File: src/rtl/conv_pkg.sv
// Shared definitions for the convolution output stage.
//   CONV_WORD_SIZE : default pixel width in bits
//   KERNEL_DIM     : convolution kernel edge; output frame loses KERNEL_DIM-1 rows/cols
//   cfw_state_t    : frame writer FSM states
// The {addr, data} FIFO entry depends on module parameters, so each user declares its
// own wr_entry_t with the widths it was built with.
package conv_pkg;

    localparam int unsigned CONV_WORD_SIZE = 8;
    localparam int unsigned KERNEL_DIM     = 3;

    typedef enum logic [1:0] {
        IDLE,
        CAPTURE,
        DRAIN,
        DONE
    } cfw_state_t;

endpackage

File: src/rtl/sync_fifo.sv
// Synchronous FIFO with registered read/write pointers and an occupancy count.
//   clk, rst  : clock, synchronous active-high reset
//   push_i    : write din_i (taken when not full, or when full and popping this cycle)
//   pop_i     : drop the head entry (ignored when empty)
//   din_i     : write data
//   dout_o    : head entry, valid while empty_o is low
//   full_o    : Depth entries held
//   empty_o   : no entries held
// Depth must be a power of two so the pointers wrap naturally.
module sync_fifo #(
    parameter int unsigned Width = 8,
    parameter int unsigned Depth = 8
) (
    input  logic             clk,
    input  logic             rst,
    input  logic             push_i,
    input  logic             pop_i,
    input  logic [Width-1:0] din_i,
    output logic [Width-1:0] dout_o,
    output logic             full_o,
    output logic             empty_o
);

    localparam int unsigned PTR_W = $clog2(Depth);
    localparam int unsigned CNT_W = $clog2(Depth + 1);

    logic [Width-1:0] mem_q [Depth];
    logic [PTR_W-1:0] wr_ptr_q, wr_ptr_d;
    logic [PTR_W-1:0] rd_ptr_q, rd_ptr_d;
    logic [CNT_W-1:0] count_q, count_d;
    logic             do_push, do_pop;

    assign full_o  = (count_q == CNT_W'(Depth));
    assign empty_o = (count_q == '0);
    assign do_pop  = pop_i && !empty_o;
    // A full FIFO still accepts a push when the head leaves in the same cycle.
    assign do_push = push_i && (!full_o || do_pop);
    assign dout_o  = mem_q[rd_ptr_q];

    always_comb begin
        wr_ptr_d = wr_ptr_q;
        rd_ptr_d = rd_ptr_q;
        count_d  = count_q;
        if (do_push) wr_ptr_d = wr_ptr_q + PTR_W'(1);
        if (do_pop)  rd_ptr_d = rd_ptr_q + PTR_W'(1);
        unique case ({do_push, do_pop})
            2'b10:   count_d = count_q + CNT_W'(1);
            2'b01:   count_d = count_q - CNT_W'(1);
            default: count_d = count_q;
        endcase
    end

    always_ff @(posedge clk) begin
        if (rst) begin
            wr_ptr_q <= '0;
            rd_ptr_q <= '0;
            count_q  <= '0;
        end else begin
            wr_ptr_q <= wr_ptr_d;
            rd_ptr_q <= rd_ptr_d;
            count_q  <= count_d;
        end
    end

    // Storage needs no reset: contents are only visible while not empty.
    always_ff @(posedge clk) begin
        if (do_push) mem_q[wr_ptr_q] <= din_i;
    end

endmodule

File: src/rtl/conv_frame_writer.sv
// Writes one convolution output frame into frame memory.
//   clk, rst    : clock, synchronous active-high reset
//   start       : arm capture of one frame (IDLE only)
//   pixel_in    : convolution output pixel
//   valid_in    : convolution valid, bit 0 used; leads pixel_in by VALID_DELAY cycles
//   mem_wr_en   : FIFO head valid (write request)
//   mem_wr_addr : linear address row*OUT_W+col of the head entry
//   mem_wr_data : pixel of the head entry
//   mem_ready   : memory takes the head this cycle
//   busy        : high in CAPTURE and DRAIN
//   frame_done  : one-cycle pulse after the frame has fully drained
//   overflow    : sticky, a pixel was dropped because the FIFO was full
module conv_frame_writer
    import conv_pkg::*;
#(
    parameter int unsigned WORD_SIZE   = CONV_WORD_SIZE,
    parameter int unsigned ROW_SIZE    = 540,
    parameter int unsigned COL_SIZE    = 540,
    parameter int unsigned VALID_DELAY = 3,
    parameter int unsigned FIFO_DEPTH  = 8,
    localparam int unsigned OUT_W      = ROW_SIZE - (KERNEL_DIM - 1),
    localparam int unsigned OUT_H      = COL_SIZE - (KERNEL_DIM - 1),
    localparam int unsigned ADDR_W     = $clog2(OUT_W * OUT_H)
) (
    input  logic                 clk,
    input  logic                 rst,
    input  logic                 start,
    input  logic [WORD_SIZE-1:0] pixel_in,
    input  logic [1:0]           valid_in,
    output logic                 mem_wr_en,
    output logic [ADDR_W-1:0]    mem_wr_addr,
    output logic [WORD_SIZE-1:0] mem_wr_data,
    input  logic                 mem_ready,
    output logic                 busy,
    output logic                 frame_done,
    output logic                 overflow
);

    localparam int unsigned COL_W = $clog2(OUT_W + 1);
    localparam int unsigned ROW_W = $clog2(OUT_H + 1);

    typedef struct packed {
        logic [ADDR_W-1:0]    addr;
        logic [WORD_SIZE-1:0] data;
    } wr_entry_t;

    cfw_state_t        state_q, state_d;
    logic [COL_W-1:0]  col_q, col_d;
    logic [ROW_W-1:0]  row_q, row_d;
    logic [ADDR_W-1:0] addr_q, addr_d;
    logic              ovf_q, ovf_d;
    logic              vld, acc, last_pix, drop;
    logic              fifo_pop, fifo_full, fifo_empty;
    wr_entry_t         fifo_din, fifo_dout, wr_head;
    logic              unused_valid;

    assign unused_valid = valid_in[1];

    // Re-align valid with the pixel coming out of the product/sum/clamp pipeline.
    if (VALID_DELAY == 0) begin : g_no_delay
        assign vld = valid_in[0];
    end else begin : g_delay
        logic [VALID_DELAY-1:0] dly_q;
        always_ff @(posedge clk) begin
            if (rst) dly_q <= '0;
            else     dly_q <= (dly_q << 1) | VALID_DELAY'(valid_in[0]);
        end
        assign vld = dly_q[VALID_DELAY-1];
    end

    assign acc      = vld && (state_q == CAPTURE);
    assign last_pix = (row_q == ROW_W'(OUT_H - 1)) && (col_q == COL_W'(OUT_W - 1));
    assign fifo_pop = !fifo_empty && mem_ready;
    assign drop     = acc && fifo_full && !fifo_pop;
    assign fifo_din = '{addr: addr_q, data: pixel_in};

    sync_fifo #(
        .Width ($bits(wr_entry_t)),
        .Depth (FIFO_DEPTH)
    ) u_fifo (
        .clk     (clk),
        .rst     (rst),
        .push_i  (acc),
        .pop_i   (fifo_pop),
        .din_i   (fifo_din),
        .dout_o  (fifo_dout),
        .full_o  (fifo_full),
        .empty_o (fifo_empty)
    );

    // State register
    always_ff @(posedge clk) begin
        if (rst) state_q <= IDLE;
        else     state_q <= state_d;
    end

    // Next state
    always_comb begin
        state_d = state_q;
        unique case (state_q)
            IDLE:    if (start) state_d = CAPTURE;
            CAPTURE: if (acc && last_pix) state_d = DRAIN;
            DRAIN:   if (fifo_empty) state_d = DONE;
            DONE:    state_d = IDLE;
            default: state_d = IDLE;
        endcase
    end

    // Outputs
    always_comb begin
        busy       = (state_q == CAPTURE) || (state_q == DRAIN);
        frame_done = (state_q == DONE);
    end

    // Position counters advance on every accepted pixel, dropped or not, so later
    // addresses stay correct and the frame still terminates.
    always_comb begin
        col_d  = col_q;
        row_d  = row_q;
        addr_d = addr_q;
        ovf_d  = ovf_q;
        if (state_q == IDLE && start) begin
            col_d  = '0;
            row_d  = '0;
            addr_d = '0;
            ovf_d  = 1'b0;
        end else if (acc) begin
            addr_d = addr_q + ADDR_W'(1);
            if (col_q == COL_W'(OUT_W - 1)) begin
                col_d = '0;
                row_d = row_q + ROW_W'(1);
            end else begin
                col_d = col_q + COL_W'(1);
            end
            if (drop) ovf_d = 1'b1;
        end
    end

    always_ff @(posedge clk) begin
        if (rst) begin
            col_q  <= '0;
            row_q  <= '0;
            addr_q <= '0;
            ovf_q  <= 1'b0;
        end else begin
            col_q  <= col_d;
            row_q  <= row_d;
            addr_q <= addr_d;
            ovf_q  <= ovf_d;
        end
    end

    // Mask the unreset FIFO storage so the write port reads zero while empty.
    assign wr_head     = fifo_empty ? '0 : fifo_dout;
    assign mem_wr_en   = !fifo_empty;
    assign mem_wr_addr = wr_head.addr;
    assign mem_wr_data = wr_head.data;
    assign overflow    = ovf_q;

endmodule

File: config.mk
export PLATFORM = sky130hd
export DESIGN_NAME = conv_frame_writer
export DESIGN_NICKNAME = d
export VERILOG_FILES = /design/src/rtl/conv_pkg.sv /design/src/rtl/sync_fifo.sv /design/src/rtl/conv_frame_writer.sv
export SDC_FILE = /design/constraint.sdc
export NUM_CORES = 1
export LEC_CHECK = 0
export ABC_CLOCK_PERIOD_IN_PS = 14000
export CAP_MARGIN = 20
export CORE_AREA = 2 2 168 170
export DETAILED_ROUTE_END_ITERATION = 12
export DIE_AREA = 0 0 170 172
export PLACE_DENSITY_LB_ADDON = 0.1
export SETUP_SLACK_MARGIN = 0.3
export SYNTH_ARGS = -nofsm -noshare
export SYNTH_HDL_FRONTEND = slang
export SYNTH_HIERARCHICAL = 1
export SYNTH_SLANG_ARGS = --single-unit
export TNS_END_PERCENT = 10
File: constraint.sdc
create_clock -name clk -period 14 [get_ports clk]
set_clock_uncertainty 0.1 [all_clocks]
set_input_delay 2.8 -clock clk [delete_from_list [all_inputs] [get_ports clk]]
set_output_delay 2.8 -clock clk [all_outputs]
set_load 0.03 [all_outputs]
# Word-level counts from Yosys, hierarchy flattened
# Memory sizes are Yosys's and may differ from the RTL's. A register that Yosys moved wholly into a read port is not among the register bits.
# Index checks and enable logic that the tools add are counted.
[totals]
ff_bits = 55
ramBits = 216
word_cells = 61
memories = 1
[op_classes]
add_sub_neg = 7
n_eq_ne = 11
muxes = 11
n_bitwise = 1
n_reduce_logical = 21
[memory_table]
columns = ["name", "words", "word_bits", "rd", "rd_clocked_by_memory_dff", "wr", "line_no", "text"]
rows = [
  ["u_fifo.mem_q", 8, 27, 1, 1, 1, "sync_fifo.sv:27", "logic [Width-1:0] mem_q [Depth];"],
]
[op_table]
columns = ["cell", "n"]
rows = [
  ["$mux 27", 1],
  ["$add 10x1->10 const B", 2],
  ["$eq 10x10->1 const B", 2],
  ["$add 19x1->19 const B", 1],
  ["$mux 10", 1],
  ["$logic_and 1x1->1", 9],
  ["$pmux 2 s4", 1],
  ["$pmux 4 s2", 1],
  ["$add 3x1->3 const B", 2],
  ["$eq 2x2->1 const B", 3],
  ["$mux 2", 3],
  ["$mux 3", 2],
  ["$ne 2x2->1 const B", 3],
  ["$add 4x1->4 const B", 1],
  ["$eq 2x1->1 const B", 2],
  ["$eq 4x4->1 const B", 1],
  ["$logic_not 4->1", 1],
  ["$reduce_and 2->1", 2],
  ["$sub 4x1->4 const B", 1],
  ["$logic_not 1->1", 3],
  ["$or 3x1->3", 1],
  ["$reduce_and 3->1", 1],
  ["$logic_not 2->1", 1],
  ["$logic_or 1x1->1", 2],
  ["3 further kinds", 4],
]

# Logic depth before layout (Yosys ltp)
[logic_depth]
ltp_word = 8
ltp_mapped = 12

# Hierarchy
# The synthesis kept the hierarchy.
[by_module_without_submodules]
columns = ["mod", "n_inst", "cells_per_inst", "area_per_inst_um2", "seq_area_each_um2"]
rows = [
  ["sync_fifo", 1, 385, 8752.1, 6746.5],
  ["conv_frame_writer", 1, 277, 2327.2, 900.9],
]

# Worst setup path before layout
# Ideal clock, no wire load.
[synth_path]
kind = "input to register"
start = "in mem_ready"
end = "mem u_fifo/mem_q[0][0] in the netlist's numbering (enable)"
arrival_time_ns = 5.863
required_time_ns = 13.421
path_slack_ns = 7.557
stages = 3
path_buffers = 0
path_cell_list = "nor2b_1 -> o21ai_4 -> nor4_1"
[synth_between]
elab_chain_cells = 6
[synth_rtl]
columns = ["item", "line_no", "text"]
rows = [
  ["from (decl)", "conv_frame_writer.sv:33", "input logic mem_ready,"],
  ["$logic_and 1x1->1", "conv_frame_writer.sv:73", "assign fifo_pop = !fifo_empty && mem_ready;"],
  ["$logic_and 1x1->1", "sync_fifo.sv:35", "assign do_pop = pop_i && !empty_o;"],
  ["$logic_or 1x1->1", "sync_fifo.sv:37", "assign do_push = push_i && (!full_o || do_pop);"],
  ["$logic_and 1x1->1", "sync_fifo.sv:37", ""],
  ["$mux 1", "sync_fifo.sv:67", "if (do_push) mem_q[wr_ptr_q] <= din_i;"],
  ["$mux 1 (not written as such)", "sync_fifo.sv:67", ""],
  ["to (decl)", "sync_fifo.sv:27", ""],
]
# Every way passes these cells.

==> results.cfg <==
[status]
outcome = finished, final reports clean

[synthesis]
synthFlopType = edfxtp_1
yosysUniqueCellTypes = 49
asyncSetResetFlopFracSynth_pct = 0
yosysSeqAreaShare_pct = 69.0
synth-edff-count = 216
synthCells = 662
synthesis.nets = 691
synth.avg_cell_area_sq_um = 16.7
yosys_warnings = 6
syn_area_sq_um = 11100
synth-seq-cells = 274

[routing]
drtIter0Drc = 426
wirelength_um = 21700
ant_nets = 0
drcViolationCount = 0
wl_per_cell_um = 19.8
vias_per_cell = 5.30
dr.pass1.iters = 4
vias = 5789

[worst_setup_path]
arrival_ns = 3.21
crit_fanout = 37
startpoint_type = flip-flop
worstSetupPathType = reg -> out
critPathRequiredTime_ns = 11.10
critPathCaptureType = primary output

[power_and_ir_drop]
power.switching_uw = 352
clkPwrFrac_pct = 46.0
cellPowerDensity_nw_per_um2 = 135
netSwitchingFraction_pct = 20.1
p_int_uw = 1400
leakagePower_uw = 0.00411
vdd_drop_max_v = 0.0000936
comb_power_share_pct = 4.0
totalPowerFinal_uw = 1760
seq_power_share_pct = 50.0

[clock_tree]
cts_tree = yes
worstSkewPairLatency_ns = 0.53
clock_sinks = 274
cts-resized-gates = 0
root_buffer = clkbuf_16
clk_pin_slew_ns = 0.06
clock_path_buffers = 3
htreeDepth = 1
cts_made_buffers = 30
hold_buffers = 0
postCtsSetupRepairBufs = 0

[timing]
slew_violations = 0
finalHoldViolations = 0
fin_crit_ns = 6.11
setup_viol = 0
timing.final.crit_share_pct = 43.6
slew_headroom_pct = 37.6
fin_tns_setup_ns = 0
max_clock_freq_mhz = 164
worstMarginPinSlew_ns = 0.937
rsz0062_at_grt = no

[die]
die_w_um = 170
ioPinCount = 45
core_area_sq_um = 27500
dieArea_sq_um = 29200
rows = 61
initial_core_util_pct = 40.3
dieHeight_um = 172

[finish]
seq_area_sq_um = 7650
area_growth_pct = 17.6
final_layout_size_suffix_gt1_share_pct = 21.3
fillers = 2357
antenna_cells = 0
layout.nets = 752
multiInputGateArea_sq_um = 3310

[global_routing]
track_usage_pct = 15.4
grt_pass1_wl_um = 34100
antenna_found_initial = 0
grt_overflow = 0
grt_pass1_vias = 6056
grt_max_degree = 55

[place]
dpl.hpwl_um = 11600
gp_congestion = 0.734
portBuffers = 43

[run]
max_cap_violations = 0

[hold_path]
hold_path_class = reg -> reg
-- cells by family (layout without fill, tap and decap cells) --
| kind of cell | after synthesis | after routing | share of synthesized area (%) |
|---|---|---|---|
| DFF | 274 | 274 | 69.0 |
| buffers and inverters | 39 | 124 | 1.47 |
| xor gates and xnor gates | 30 | 30 | 2.37 |
| adders and majority gates | 15 | 15 | 1.69 |
| muxes | 90 | 90 | 14.5 |
| and+or+nand+nor | 175 | 175 | 8.70 |
| AOI/OAI and AO/OA | 39 | 39 | 2.20 |
-- power groups by stage --
stage | Clock (uW) | Combinational (uW) | Sequential (uW)
after floorplan | 0 | 45.8 | 895
after global placement | 0 | 68.2 | 895
after detailed placement | 0 | 71.6 | 896
final | 808 | 70.3 | 878
after global routing | 864 | 78.0 | 878
after CTS | 830 | 72.1 | 878
-- final cells by class --
| class | instances | area share, % |
|---|---|---|
| Clock inverter | 14 | 1.33 |
| Multi-Input combinational cell | 349 | 25.4 |
| Clock buffer | 42 | 6.66 |
| Inverter | 13 | 0.375 |
| Timing Repair Buffer | 55 | 4.15 |
| Tap cell | 346 | 3.32 |
| Sequential cell | 274 | 58.8 |
-- stage by stage --
stage / worst slack, ns / instances / util [%] / area [sq um] / hold WS [ns]
after global routing: 7.70 / 1093 / 47.4 / 13000 / 0.356
after global placement: 8.10 / 1036 / 43.5 / 12000 / 0.325
final: 7.89 / 1093 / 47.4 / 13000 / 0.336
after CTS: 7.52 / 1092 / 47.3 / 13000 / 0.343
after floorplan: 7.56 / 662 / - / 11100 / 0.314
after detailed placement: 8.11 / 1036 / 43.5 / 12000 / 0.330
-- Yosys cell counts (2+ instances only) --
cell / instances / area [sq um]
nand3_1: 12 / 60.1
or3_1: 10 / 62.6
mux2_2: 28 / 315
a211oi_1: 2 / 15.0
nor4_1: 5 / 31.3
nor3b_1: 3 / 22.5
clkbuf_1: 17 / 63.8
and2_1: 3 / 18.8
inv_1: 12 / 45.0
edfxtp_1: 216 / 6490
dfxtp_1: 58 / 1160
ha_1: 15 / 188
buf_2: 7 / 35.0
nand2_1: 21 / 78.8
xnor2_1: 16 / 140
or4_1: 3 / 22.5
and4_1: 4 / 35.0
and3_1: 3 / 18.8
nor2b_1: 32 / 200
xor2_1: 14 / 123
mux2i_1: 8 / 80.1
mux4_2: 54 / 1220
o21ai_0: 10 / 50.1
nand4_1: 11 / 68.8
nand2b_1: 9 / 56.3
nor2_1: 39 / 146
nor3_1: 13 / 65.1
a21oi_1: 16 / 80.1
-- placed cells by master (no fill, tap or decap), types with 4 or more instances in the layout --
cell type | Yosys | routed
ha_1 | 15 | 15
xnor2_1 | 16 | 16
a21oi_1 | 16 | 16
clkbuf_8 | 0 | 5
and4_1 | 4 | 4
nor3_2 | 0 | 4
nand4_1 | 11 | 11
nor2b_1 | 32 | 32
o21ai_0 | 10 | 10
mux4_2 | 54 | 54
clkinv_2 | 0 | 6
or3_1 | 10 | 10
clkdlybuf4s50_1 | 0 | 43
nor3_1 | 13 | 9
nor2_1 | 39 | 36
nand2_1 | 21 | 21
dfxtp_1 | 58 | 56
bufinv_16 | 0 | 4
buf_4 | 0 | 11
edfxtp_1 | 216 | 216
mux2_2 | 28 | 28
inv_1 | 12 | 12
clkbuf_1 | 17 | 6
nand2b_1 | 9 | 9
xor2_1 | 14 | 14
clkbuf_16 | 0 | 31
mux2i_1 | 8 | 8
nand3_1 | 12 | 12
-- worst max-delay path, cell delays in order, from the launching register on --
cell             delay, ns
dfxtp_4               0.40
buf_4                 0.33
buf_16                0.31
mux4_2                0.54
mux2_2                0.28
nor2b_1               0.15
clkdlybuf4s50_1       0.62
-- sequential cells by signal, summed over array words and instances (netlist names), named ones only --
signal / flops
addr_q: 19
col_q: 10
g_delay.dly_q: 3
overflow: 1
row_q: 10
state_q: 2
u_fifo/count_q: 4
u_fifo/mem_q: 216
u_fifo/rd_ptr_q: 3
u_fifo/wr_ptr_q: 3
-- routing by layer --
| layer | routed length [um] | GRT usage (%) | vias to the layer above |
|---|---|---|---|
| met5 | 0 | 0 | - |
| met4 | 374 | 4.16 | 0 |
| li1 | - | - | 2693 |
| met1 | 9350 | 19.7 | 2968 |
| met3 | 763 | 2.43 | 28 |
| met2 | 11200 | 27.3 | 100 |
-- worst paths after layout --
check / startpoint / end / slack, ns / cells after the start
setup / recovery: flip-flop / mem_wr_addr[6] / 7.89 / 6
hold / removal: g_delay.dly_q[0] / g_delay.dly_q[1] / 0.34 / 1
setup reg to reg: state_q[1] / u_fifo/count_q[2] / 10.91 / 12
hold reg to reg: g_delay.dly_q[0] / g_delay.dly_q[1] / 0.34 / 1
No activity file was read; power rests on OpenSTA's default activity.
